File: config.mk
export PLATFORM = sky130hd
export DESIGN_NAME = mem_access_unit
export DESIGN_NICKNAME = d
export VERILOG_FILES = /design/src/rtl/mem_pkg.sv /design/src/rtl/mem_lane_align.sv /design/src/rtl/mem_access_unit.sv
export SDC_FILE = /design/constraint.sdc
export NUM_CORES = 1
export LEC_CHECK = 0
export ABC_AREA = 1
export ABC_CLOCK_PERIOD_IN_PS = 3500
export CAP_MARGIN = 20
export CORE_UTILIZATION = 40
export CTS_CLUSTER_DIAMETER = 40
export DETAILED_ROUTE_END_ITERATION = 10
export GPL_TIMING_DRIVEN = 0
export PLACE_DENSITY = 0.7
export SLEW_MARGIN = 5
export SYNTH_ARGS = -nofsm -noshare
export SYNTH_HDL_FRONTEND = slang
export SYNTH_SLANG_ARGS = --single-unit
File: constraint.sdc
create_clock -name clk -period 3.5 [get_ports clk]
set_clock_uncertainty 0.15 [all_clocks]
set_input_delay 0.525 -clock clk [delete_from_list [all_inputs] [get_ports clk]]
set_output_delay 0.525 -clock clk [all_outputs]
set_load 0.03 [all_outputs]
File: src/rtl/mem_pkg.sv
// mem_pkg: op codes, exception codes, FSM states and access-size helpers for the memory access unit
package mem_pkg;
  localparam logic [3:0] OP_NONE = 4'd0;
  localparam logic [3:0] OP_LB   = 4'd1;
  localparam logic [3:0] OP_LBU  = 4'd2;
  localparam logic [3:0] OP_LH   = 4'd3;
  localparam logic [3:0] OP_LHU  = 4'd4;
  localparam logic [3:0] OP_LW   = 4'd5;
  localparam logic [3:0] OP_SB   = 4'd6;
  localparam logic [3:0] OP_SH   = 4'd7;
  localparam logic [3:0] OP_SW   = 4'd8;
  localparam logic [1:0] EXC_MIS_LD  = 2'd0;
  localparam logic [1:0] EXC_MIS_ST  = 2'd1;
  localparam logic [1:0] EXC_BUS     = 2'd2;
  localparam logic [1:0] EXC_TIMEOUT = 2'd3;
  localparam logic [1:0] S_IDLE = 2'd0;
  localparam logic [1:0] S_BUS  = 2'd1;
  localparam logic [1:0] S_FIN  = 2'd2;
  typedef enum logic [1:0] {SZ_B, SZ_H, SZ_W} mem_size_e;
  function automatic mem_size_e op_size(input logic [3:0] op);
    if (op == OP_LH || op == OP_LHU || op == OP_SH) return SZ_H;
    if (op == OP_LW || op == OP_SW) return SZ_W;
    return SZ_B;
  endfunction
  function automatic logic op_store(input logic [3:0] op);
    return op == OP_SB || op == OP_SH || op == OP_SW;
  endfunction
  function automatic logic op_signed(input logic [3:0] op);
    return op == OP_LB || op == OP_LH;
  endfunction
  function automatic int lane_idx(input int nb, input int off);
    return nb - 1 - off;
  endfunction
endpackage

File: src/rtl/mem_lane_align.sv
// mem_lane_align: big-endian byte-lane select, store replication and load extract/extend
module mem_lane_align
  import mem_pkg::*;
#(
  parameter int DATA_W = 32,
  localparam int NB = DATA_W / 8,
  localparam int LW = $clog2(NB)
) (
  input  logic [3:0]        op,
  input  logic [LW-1:0]     off,
  input  logic [DATA_W-1:0] wdata,
  input  logic [DATA_W-1:0] rdata,
  output logic [NB-1:0]     sel,
  output logic [DATA_W-1:0] wdata_rep,
  output logic [DATA_W-1:0] rdata_ext
);
  mem_size_e sz;
  logic [LW-1:0] bl, hl;
  logic [DATA_W-1:0] rb, rh;
  assign sz = op_size(op);
  assign bl = LW'(lane_idx(NB, int'(off)));
  assign hl = bl - LW'(1);
  assign rb = rdata >> {bl, 3'b000};
  assign rh = rdata >> {hl, 3'b000};
  // lane select, replicated store data and extended load data for the current op
  always_comb begin
    sel = sz == SZ_W ? '1 : sz == SZ_H ? NB'(3) << hl : NB'(1) << bl;
    wdata_rep = sz == SZ_W ? wdata : sz == SZ_H ? {(NB/2){wdata[15:0]}} : {NB{wdata[7:0]}};
    rdata_ext = op_store(op) || op == OP_NONE ? '0 :
                sz == SZ_W ? rdata :
                sz == SZ_H ? {{(DATA_W-16){op_signed(op) & rh[15]}}, rh[15:0]} :
                {{(DATA_W-8){op_signed(op) & rb[7]}}, rb[7:0]};
  end
endmodule

File: src/rtl/mem_access_unit.sv
// mem_access_unit: multi-cycle load/store unit driving a req/ack bus with stall, flush and exceptions
module mem_access_unit
  import mem_pkg::*;
#(
  parameter int DATA_W = 32,
  parameter int ADDR_W = 32,
  parameter int TIMEOUT = 15,
  localparam int NB = DATA_W / 8,
  localparam int LW = $clog2(NB),
  localparam int CW = $clog2(TIMEOUT + 1)
) (
  input  logic              clk,
  input  logic              rst,
  input  logic              req_valid_i,
  input  logic [3:0]        mem_op_i,
  input  logic [ADDR_W-1:0] addr_i,
  input  logic [DATA_W-1:0] wdata_i,
  input  logic              flush_i,
  output logic              bus_req_o,
  output logic              bus_we_o,
  output logic [NB-1:0]     bus_sel_o,
  output logic [ADDR_W-1:0] bus_addr_o,
  output logic [DATA_W-1:0] bus_wdata_o,
  input  logic              bus_ack_i,
  input  logic              bus_err_i,
  input  logic [DATA_W-1:0] bus_rdata_i,
  output logic              stall_req_o,
  output logic              done_o,
  output logic [DATA_W-1:0] load_data_o,
  output logic              exc_o,
  output logic [1:0]        exc_code_o,
  output logic [ADDR_W-1:0] bad_addr_o
);
  logic [1:0] state;
  logic [3:0] op_q;
  logic [ADDR_W-1:0] addr_q;
  logic [DATA_W-1:0] wdata_q, wrep, rext;
  logic [NB-1:0] sel;
  logic [CW-1:0] cnt;
  logic flush_q, accept, mis, in_bus, tmo, sup;
  mem_size_e sz_i;
  assign sz_i = op_size(mem_op_i);
  assign accept = state == S_IDLE && req_valid_i && mem_op_i != OP_NONE && !flush_i;
  assign mis = sz_i == SZ_H ? addr_i[0] : sz_i == SZ_W ? |addr_i[LW-1:0] : 1'b0;
  assign in_bus = state == S_BUS;
  assign tmo = cnt == CW'(TIMEOUT - 1);
  assign sup = flush_q | flush_i;
  assign stall_req_o = accept | in_bus;
  assign done_o = state == S_FIN && !flush_q && !flush_i;
  assign bus_req_o = in_bus;
  assign bus_we_o = in_bus & op_store(op_q);
  assign bus_sel_o = in_bus ? sel : '0;
  assign bus_addr_o = in_bus ? {addr_q[ADDR_W-1:LW], LW'(0)} : '0;
  assign bus_wdata_o = in_bus ? wrep : '0;
  mem_lane_align #(.DATA_W(DATA_W)) u_align (
    .op(op_q),
    .off(addr_q[LW-1:0]),
    .wdata(wdata_q),
    .rdata(bus_rdata_i),
    .sel(sel),
    .wdata_rep(wrep),
    .rdata_ext(rext)
  );
  // control FSM, request capture, bus cycle counter and sticky flush flag
  always_ff @(posedge clk) begin
    if (rst) begin
      state <= S_IDLE;
      op_q <= OP_NONE;
      addr_q <= '0;
      wdata_q <= '0;
      cnt <= '0;
      flush_q <= 1'b0;
    end else begin
      case (state)
        S_IDLE: begin
          flush_q <= 1'b0;
          if (accept) begin
            op_q <= mem_op_i;
            addr_q <= addr_i;
            wdata_q <= wdata_i;
            cnt <= '0;
            state <= mis ? S_FIN : S_BUS;
          end
        end
        S_BUS: begin
          flush_q <= sup;
          if (bus_err_i || bus_ack_i || tmo) state <= S_FIN;
          else cnt <= cnt + 1'b1;
        end
        default: state <= S_IDLE;
      endcase
    end
  end
  // completion results, written on entry to FIN unless the access was flushed
  always_ff @(posedge clk) begin
    if (rst) begin
      load_data_o <= '0;
      exc_o <= 1'b0;
      exc_code_o <= '0;
      bad_addr_o <= '0;
    end else if (accept && mis) begin
      load_data_o <= '0;
      exc_o <= 1'b1;
      exc_code_o <= op_store(mem_op_i) ? EXC_MIS_ST : EXC_MIS_LD;
      bad_addr_o <= addr_i;
    end else if (in_bus && !sup) begin
      if (bus_err_i || (!bus_ack_i && tmo)) begin
        load_data_o <= '0;
        exc_o <= 1'b1;
        exc_code_o <= bus_err_i ? EXC_BUS : EXC_TIMEOUT;
        bad_addr_o <= addr_q;
      end else if (bus_ack_i) begin
        load_data_o <= rext;
        exc_o <= 1'b0;
      end
    end
  end
endmodule
==> reports/qor.txt, run 1 <==
outcome - finished clean
Seq/Total Area, Yosys - 0.3646
worst stage delay on the critical path - 340 ps
site row count - 50
CP max stage cell - dfxtp_2
filler instances - 1897
Layout area overhead - 42.93%
relative slew slack - 0.5230
vias per cell - 5.192
grt ovf - 0
Worst-path clk slew - 70 ps
hold slack - 303.1 ps
final number of setup-violating endpoints - 0
DP Wirelength - 21650 µm
CP top delay family - buffers and inverters
clk sink count - 142
WP data arrival - 2720 ps
Fin. Hold Viols - 0
clk_lat worst skew - 430 ps
setup ws final - 109.7 ps
#FFs+latches synth - 142
total CTS buffers - 17
Top FF cell, synth - dfxtp_1
peak supply drop - 0.3503 mV
initial antenna violation count - 0
leading area contributor after synthesis - dfxtp_1
power per cell area - 391.9 nW/µm²
Max FO, Critical Path - 14
final cell count without fillers - 1786
WP buf/inv - 8
Final #Nets - 1625
Total Wirelength - 29380 µm
Place WS - -246.9 ps
Tot GR Track Use - 0.2912
critical path class - reg -> out
Critical Path Start Type - flip-flop
cells along the critical path - buf_6, inv_2, buf_4, ha_1, buf_4, inv_4, buf_6, nor2_1, nand2_1, nand3_1, o21ai_0, inv_1, clkbuf_4
vias in the first global route - 8399
port bufs - 241
CORE AREA - 18890 µm²
DR iter-0 viols - 952
Die ar. - 20050 µm²
most common cell after layout, fill and taps aside - nand2_1
LEAKAGE - 4.858 nW
asr flop ratio synth - 0
routability cong. - 0.9144
Ant. Diodes - 0
Syn Inst Count - 1253
first-pass GRT wire length - 44990 µm
total iterations of the first detailed-routing run - 5
Final ANT Viol Nets - 0
largest net degree at the start of global routing - 17
minimum clock period - 3390 ps
Max clock buf depth - 2
measured slew at the worst slew-check pin - 715.4 ps
Hold Crit Class - reg -> reg
Post-Synthesis Cell Area - 7796 µm²
clk root buf - clkbuf_16
Chip Height - 141.6 µm
Synth top area share - 0.3646
max_cap viols - 0
CTS tree - built
H-Tree Depth - 4
synth top area cells - dfxtp_1 36%, nand2_1 15%, nor2_1 9.9%
Synth Warn # - 0
I/O pin cnt - 245
critical path required time - 2820 ps
period utilisation layout - 0.9686
syn avg cell area - 6.222 µm²
Inst Count DP - 1755
CTS Hold Bufs - 0
post-synthesis cell type count - 34
WL per Instance - 16.45 µm
initial core utilization - 0.4126
unrepaired setup endpoints after global routing - yes
Slew Limit Fails - 0
EDFF count, synth - 0
top achievable clock speed - 295.0 MHz
die width - 141.6 µm
vias post-DR - 9273
# DRC - 0
share of cells above drive strength 1 - 0.07274
Setup crit end kind - output pin
most frequent cells in the layout - 309 x nand2_1, 230 x clkdlybuf4s50_1, 206 x nor2_1
logic make-up after synthesis:
group,share of synthesized area
AOI/OAI and AO/OA,0.1738
buffers and inverters,0.1155
other,0.0004810
and+or+nand+nor,0.3359
DFF,0.3646
adders and majority gates,0.009629
cells in the mapped netlist, types with 2 or more instances:
master	instances
a211oi_1	3
clkbuf_1	39
o32ai_1	2
nand2_4	2
nand2_1	309
inv_1	111
nand4_1	23
inv_2	3
nor3_1	10
a21oi_1	120
buf_6	5
nor2_1	206
o21ai_1	7
o21ai_2	2
o31ai_1	2
nand3_2	3
nor2_2	3
buf_2	32
nand2_2	4
nand3_1	73
ha_1	6
buf_4	13
dfxtp_1	142
o21ai_0	123
per-layer routing:
layer / wire length (µm) / vias to the layer above / track usage
met4: 660 / 0 / 0.09451
li1: - / 4519 / -
met5: 0 / - / 0
met3: 2571 / 59 / 0.05265
met1: 12700 / 4226 / 0.3930
met2: 13450 / 469 / 0.4688
where the power goes:
group	switching (mW)	total, mW	internal (mW)
Clock	0.794	1.79	0.993
Combinational	0.528	0.850	0.322
Sequential	0.0386	1.73	1.69
final timing paths:
check | startpoint | to | slack, ps | cells past startpoint
worst max-delay path | addr_q[0]$_SDFFE_PP0P_ | bus_sel_o[2] | 110 | 13
worst max register to register | addr_q[0]$_SDFFE_PP0P_ | load_data_o[29]$_SDFFE_PP0P_ | 1020 | 14
worst min-delay path | exc_code_o[1]$_SDFFE_PP0P_ | exc_code_o[1]$_SDFFE_PP0P_ | 300 | 2
worst min register to register | exc_code_o[1]$_SDFFE_PP0P_ | exc_code_o[1]$_SDFFE_PP0P_ | 300 | 2
worst register-to-register path: stages (launching register included):
cell     delay, ps
dfxtp_2        340
buf_6          140
inv_2          210
buf_4          270
ha_1           260
buf_4          190
inv_4          120
nand2_1         80
nand3_1         80
nand2_1         60
nand2_2         70
nand2_4         80
buf_6          160
nand2_1         70
a21oi_1         60
area by class of cell:
class / instances / area, µm² / share of cell area
Timing Repair Buffer: 241 / 2426 / 0.2177
Clock inverter: 14 / 133.9 / 0.01201
Buffer: 89 / 489.2 / 0.04390
Clock buffer: 18 / 429.2 / 0.03851
Tap cell: 260 / 325.3 / 0.02919
Multi-Input combinational cell: 906 / 4056 / 0.3640
Sequential cell: 142 / 2844 / 0.2552
Inverter: 116 / 439.2 / 0.03941
repair_timing:
action | CTS | global route
buffers inserted | 0 | 0
resized for setup | 22 | 19
setup endpoints to repair | 7 | 29
flip-flops by register name, indices dropped and copies added (netlist names):
name,count
exc_o,1
flush_q,1
load_data_o,32
state,2
wdata_q,32
cnt,4
addr_q,32
bad_addr_o,32
exc_code_o,2
op_q,4
per-stage QoR:
stage | setup TNS [ps] | util | power (mW) | area, µm²
finish | 0 | 0.5898 | 4.367 | 11140
global route | -35.78 | 0.5898 | 4.535 | 11140
CTS | 0 | 0.5883 | 4.360 | 11110
detailed placement | -593.0 | 0.5577 | 2.591 | 10540
global placement | -544.0 | 0.5577 | 2.583 | 10540
floorplan | 0 | - | 2.232 | 7800
No activity file was read; power rests on OpenSTA's default activity.
==> run 2: changes to the inputs <==
--- a/config.mk
+++ b/config.mk
@@ -8,12 +8,13 @@
 export ABC_AREA = 1
 export ABC_CLOCK_PERIOD_IN_PS = 3500
 export CAP_MARGIN = 20
-export CORE_UTILIZATION = 40
+export CORE_UTILIZATION = 47
 export CTS_CLUSTER_DIAMETER = 40
 export DETAILED_ROUTE_END_ITERATION = 10
 export GPL_TIMING_DRIVEN = 0
-export PLACE_DENSITY = 0.7
+export PLACE_DENSITY = 0.81
 export SLEW_MARGIN = 5
 export SYNTH_ARGS = -nofsm -noshare
 export SYNTH_HDL_FRONTEND = slang
 export SYNTH_SLANG_ARGS = --single-unit
+export TNS_END_PERCENT = 20
==> run 2 against run 1 <==
  * First-iteration DRC count is 5.4% lower
  * Sequential power about the same
  * Design area grew 0.29%
  * Clock power rose by 13%
  * Wire length fell by 3.3%
  * Non-clock buffer count grew 1
  * Largest cell class unchanged
  * Sequential share of layout area down 0.074 points
  * Final cell count is 2.5% lower
  * Largest power group unchanged
  * Critical endpoint unchanged
  * Power is 5.3% higher
==> reports/qor.txt, run 2 (same netlist as run 1, synthesis figures left out) <==
outcome - finished clean
H-Tree Depth - 4
clk root buf - clkbuf_16
hold slack - 295.1 ps
Tot GR Track Use - 0.3342
CP dominant cell by count - buf_6
grt ovf - 0
Max clock buf depth - 2
cells along the critical path - buf_6, inv_2, buf_2, buf_6, ha_1, buf_4, inv_4, buf_6, nor2_2, nand2_1, nand3_1, o21ai_0, inv_1, clkbuf_4
WP data arrival - 2690 ps
max_cap viols - 0
vias post-DR - 9449
# Post-CTS Setup Buffers - 0
largest net degree at the start of global routing - 17
# DRC - 0
most common cell after layout, fill and taps aside - nand2_1
Chip Height - 130.8 µm
worst stage delay on the critical path - 340 ps
first-pass GRT wire length - 43800 µm
unrepaired setup endpoints after global routing - no
filler instances - 1404
final core occ - 0.6960
sw power - 1.320 mW
clk sink count - 142
CORE AREA - 16060 µm²
top achievable clock speed - 297.1 MHz
clock power share - 0.439
Max FO, Critical Path - 11
total CTS buffers - 17
port bufs - 241
LEAKAGE - 4.949 nW
most frequent cells in the layout - 309 x nand2_1, 227 x clkdlybuf4s50_1, 204 x nor2_1
site row count - 46
vias per cell - 5.424
total iterations of the first detailed-routing run - 6
Power Internal - 3.278 mW
Total Wirelength - 28410 µm
peak supply drop - 0.3586 mV
clk_lat worst skew - 430 ps
CTS Hold Bufs - 0
Seq pwr share - 0.377
WL per Instance - 16.31 µm
relative slew slack - 0.5517
power per cell area - 411.4 nW/µm²
critical path class - reg -> out
vias in the first global route - 8672
CTS tree - built
minimum clock period - 3366 ps
routability cong. - 0.9161
critical path required time - 2820 ps
worst-case reg-to-reg path depth - 15
Final #Nets - 1626
Inst Count DP - 1711
Worst-path clk slew - 60 ps
Layout area overhead - 43.35%
Slew Limit Fails - 0
die width - 130.8 µm
I/O pin cnt - 245
measured slew at the worst slew-check pin - 672.4 ps
CP max stage cell - dfxtp_2
Final ANT Viol Nets - 0
Placement Cell Area - 10480 µm²
Hold Crit Class - reg -> reg
DR iter-0 viols - 901
initial antenna violation count - 0
period utilisation layout - 0.9616
final number of setup-violating endpoints - 0
final cell count without fillers - 1742
Logic pwr share - 0.184
register-to-register setup slack - 1030 ps
initial core utilization - 0.4855
Setup crit end kind - output pin
Ant. Diodes - 0
share of cells above drive strength 1 - 0.07405
Switching Share - 0.2871
Fin. Hold Viols - 0
Die ar. - 17110 µm²
Critical Path Start Type - flip-flop
hold path cells - 2
post-route cell area - 11180 µm²
DP Wirelength - 20870 µm
run 2: cell types whose count changed in the layout (fill, tap and decap cells not counted), sizes merged:
cell           before  now
bufinv              1    5
clkdlybuf4s50     230  227
dlymetal6s2s        8   11
inv               120  117
buf                51   53
clkbuf             58   56
clkinvlp            3    2
run 2: final cells by class:
type                       instances  area, µm²  share of cell area
inverter                         116      439.2             0.03930
sequential                       142       2844              0.2545
clock buffer                      17      425.4             0.03807
buffer                            90      488.0             0.04366
tap                              216      270.3             0.02418
clock inverter                    14      214.0             0.01914
multi-input combinational        906       4061              0.3634
timing repair buffer             241       2434              0.2178
run 2: power groups by stage:
stage | combinational, mW | sequential [mW] | clock, mW
detailed placement | 0.822 | 1.76 | 0
finish | 0.848 | 1.73 | 2.02
global placement | 0.812 | 1.76 | 0
CTS | 0.833 | 1.73 | 2.01
global route | 0.923 | 1.74 | 2.09
floorplan | 0.445 | 1.79 | 0
run 2: critical path, delay by kind of cell (launching register included):
kind	cells	cell delay (ps)
buffers and inverters	9	1360
DFF	1	340
adders and majority gates	1	240
and+or+nand+nor	3	180
AOI/OAI and AO/OA	1	150
run 2: worst paths after layout:
check	startpoint	to
worst max-delay path	addr_q[0]$_SDFFE_PP0P_	bus_sel_o[2]
worst min-delay path	exc_code_o[1]$_SDFFE_PP0P_	exc_code_o[1]$_SDFFE_PP0P_
worst max register to register	addr_q[0]$_SDFFE_PP0P_	load_data_o[6]$_SDFFE_PP0P_
worst min register to register	exc_code_o[1]$_SDFFE_PP0P_	exc_code_o[1]$_SDFFE_PP0P_
run 2: layer usage:
layer | track usage | share of wire | vias up
li1 | - | - | 4530
met1 | 0.4419 | 0.42 | 4297
met2 | 0.5223 | 0.45 | 550
met3 | 0.06433 | 0.097 | 72
met4 | 0.1629 | 0.034 | 0
met5 | 0 | 0 | -
run 2: what timing repair did:
item | 4_1_cts | 5_1_grt
endpoints found under the hold margin | 0 | 0
pin swaps | 0 | 0
endpoints found under the setup margin | 8 | 20
resized for setup | 20 | 22
run 2: metrics by stage:
stage / total power, mW / TNS, ps / setup WS [ps]
detailed placement: 2.586 / -441.1 / -213.4
global route: 4.753 / 0 / 11.59
finish: 4.597 / 0 / 134.3
global placement: 2.573 / -327.3 / -157.6
CTS: 4.577 / 0 / 20.78
floorplan: 2.232 / 0 / 739.4
==> run 3: changes to the inputs <==
--- a/config.mk
+++ b/config.mk
@@ -8,6 +8,7 @@
 export ABC_AREA = 1
 export ABC_CLOCK_PERIOD_IN_PS = 3500
 export CAP_MARGIN = 20
+export CORE_MARGIN = 2
 export CORE_UTILIZATION = 47
 export CTS_CLUSTER_DIAMETER = 40
 export DETAILED_ROUTE_END_ITERATION = 10
==> run 3 against run 2 <==
  * Combinational power about the same
  * Count of clock-buffer cells in the layout stayed put
  * Clock power shrank 7%
  * Highest routed layer unchanged
  * Global-route usage shrank 1.6 points
  * Sequential share of layout area hardly changed
  * Via count down 0.70%
  * Sequential power about the same
==> reports/qor.txt, run 3 (same netlist as run 1, synthesis figures left out) <==
outcome - finished clean
H-Tree Depth - 4
port bufs - 241
first-pass GRT wire length - 44750 µm
Power Internal - 3.088 mW
Fin. Hold Viols - 0
CP top delay family - buffers and inverters
Final ANT Viol Nets - 0
Final #Nets - 1627
final core occ - 0.6799
initial core utilization - 0.4752
period utilisation layout - 0.9810
Max clock buf depth - 2
clk sink count - 142
Worst-path clk slew - 60 ps
Chip Height - 132.8 µm
Reg-to-Reg Start - addr_q[0]$_SDFFE_PP0P_
met2 wire length - 13190 µm
CTS tree - built
power per cell area - 398.5 nW/µm²
sw power - 1.358 mW
Hold Crit Class - reg -> reg
Inst Count DP - 1715
measured slew at the worst slew-check pin - 651.1 ps
worst-case reg-to-reg path depth - 16
Seq pwr share - 0.389
most common cell after layout, fill and taps aside - nand2_1
max_cap viols - 0
cells along the critical path - buf_6, inv_2, clkbuf_4, buf_6, ha_1, buf_6, clkinvlp_4, buf_4, nor2_1, o31ai_1, inv_1, clkdlybuf4s15_2
DP Wirelength - 20960 µm
Total Wirelength - 28640 µm
WP buf/inv - 9
CP dominant cell by count - buf_6
CP max stage cell - dfxtp_2
Place WS - -253.8 ps
I/O pin cnt - 245
routability cong. - 0.9484
initial antenna violation count - 0
total iterations of the first detailed-routing run - 7
unrepaired setup endpoints after global routing - yes
WL per Instance - 16.38 µm
CTS Hold Bufs - 0
vias in the first global route - 8667
clk_lat worst skew - 430 ps
hold path cells - 2
share of cells above drive strength 1 - 0.07395
worst stage delay on the critical path - 370 ps
peak supply drop - 0.3760 mV
Die ar. - 17630 µm²
vias post-DR - 9383
final cell count without fillers - 1748
hold wc startpoint - exc_code_o[1]$_SDFFE_PP0P_
Tot GR Track Use - 0.3185
minimum clock period - 3433 ps
CORE AREA - 16410 µm²
# DRC - 0
top layer in use - met4
filler instances - 1461
setup_tns - 0 ps
DR iter-0 viols - 848
most frequent cells in the layout - 309 x nand2_1, 225 x clkdlybuf4s50_1, 206 x nor2_1
WP data arrival - 2760 ps
Worst Hold Endpoint - exc_code_o[1]$_SDFFE_PP0P_
Layout area overhead - 43.09%
Setup crit end kind - output pin
largest net degree at the start of global routing - 17
Ant. Diodes - 0
top achievable clock speed - 291.3 MHz
worst setup path start - addr_q[0]$_SDFFE_PP0P_
critical path required time - 2820 ps
Logic pwr share - 0.190
final number of setup-violating endpoints - 0
reg-to-reg endpoint - load_data_o[24]$_SDFFE_PP0P_
Slew Limit Fails - 0
vias per cell - 5.368
clk root buf - clkbuf_16
post-route cell area - 11160 µm²
setup ws final - 66.61 ps
DRT met1 WL - 11760 µm
critical path class - reg -> out
Critical Path Start Type - flip-flop
register-to-register setup slack - 860 ps
site row count - 47
Max FO, Critical Path - 11
Placement Cell Area - 10490 µm²
relative slew slack - 0.5659
WL met3 - 2645 µm
die width - 132.8 µm
grt ovf - 0
clock power share - 0.420
total CTS buffers - 17
Switching Share - 0.3054
LEAKAGE - 4.964 nW
-- run 3: how the worst max path moves through the flow --
stage / slack, ps / depth (start not counted) / end
finish: 70 / 12 / bus_sel_o[1]
floorplan: 740 / 13 / bus_sel_o[2]
global route: -10 / 12 / bus_sel_o[1]
global placement: -220 / 14 / bus_sel_o[2]
detailed placement: -250 / 14 / bus_sel_o[2]
CTS: -50 / 11 / bus_sel_o[3]
-- run 3: worst reg2reg max path: stages, from the launching register on --
cell and delay (ps):
dfxtp_2 370, buf_6 150, inv_2 60, clkbuf_4 190, buf_6 180, ha_1 300
buf_6 160, clkinvlp_4 100, buf_4 170, nand2_1 90, nand3_1 70, nand2_1 90
nand2_2 60, nand2_4 110, buf_6 150, nand2_1 60, a21oi_1 130
-- run 3: through the flow --
stage	hold slack (ps)	total power, mW
finish	310.4	4.446
global route	319.5	4.603
CTS	311.0	4.437
detailed placement	301.8	2.586
global placement	298.9	2.577
floorplan	294.6	2.232
-- run 3: power by group through the flow --
stage / clock network (mW) / registers (mW) / logic [mW]
detailed placement: 0 / 1.77 / 0.820
global route: 1.94 / 1.74 / 0.922
floorplan: 0 / 1.79 / 0.445
CTS: 1.88 / 1.73 / 0.833
global placement: 0 / 1.76 / 0.815
finish: 1.87 / 1.73 / 0.846
-- run 3: layout make-up --
class | count | area (µm²) | area share
inverters | 116 | 440.4 | 0.03948
well taps | 220 | 275.3 | 0.02467
repair buffers | 242 | 2446 | 0.2193
flip-flops and latches | 142 | 2844 | 0.2549
clock inverters | 15 | 177.7 | 0.01593
plain buffers | 90 | 490.5 | 0.04397
clock buffers | 17 | 425.4 | 0.03813
multi-input cells | 906 | 4056 | 0.3636
-- run 3: timing repair --
action / 4_1_cts / 5_1_grt
endpoints found under the hold margin: 0 / 0
resized for setup: 17 / 24
endpoints found under the setup margin: 7 / 29
setup buffers: 1 / 0
-- run 3: per-layer routing --
layer,vias up,GRT usage
met4,0,0.1422
met5,-,0
met1,4249,0.4073
met3,75,0.07126
li1,4537,-
met2,522,0.5147
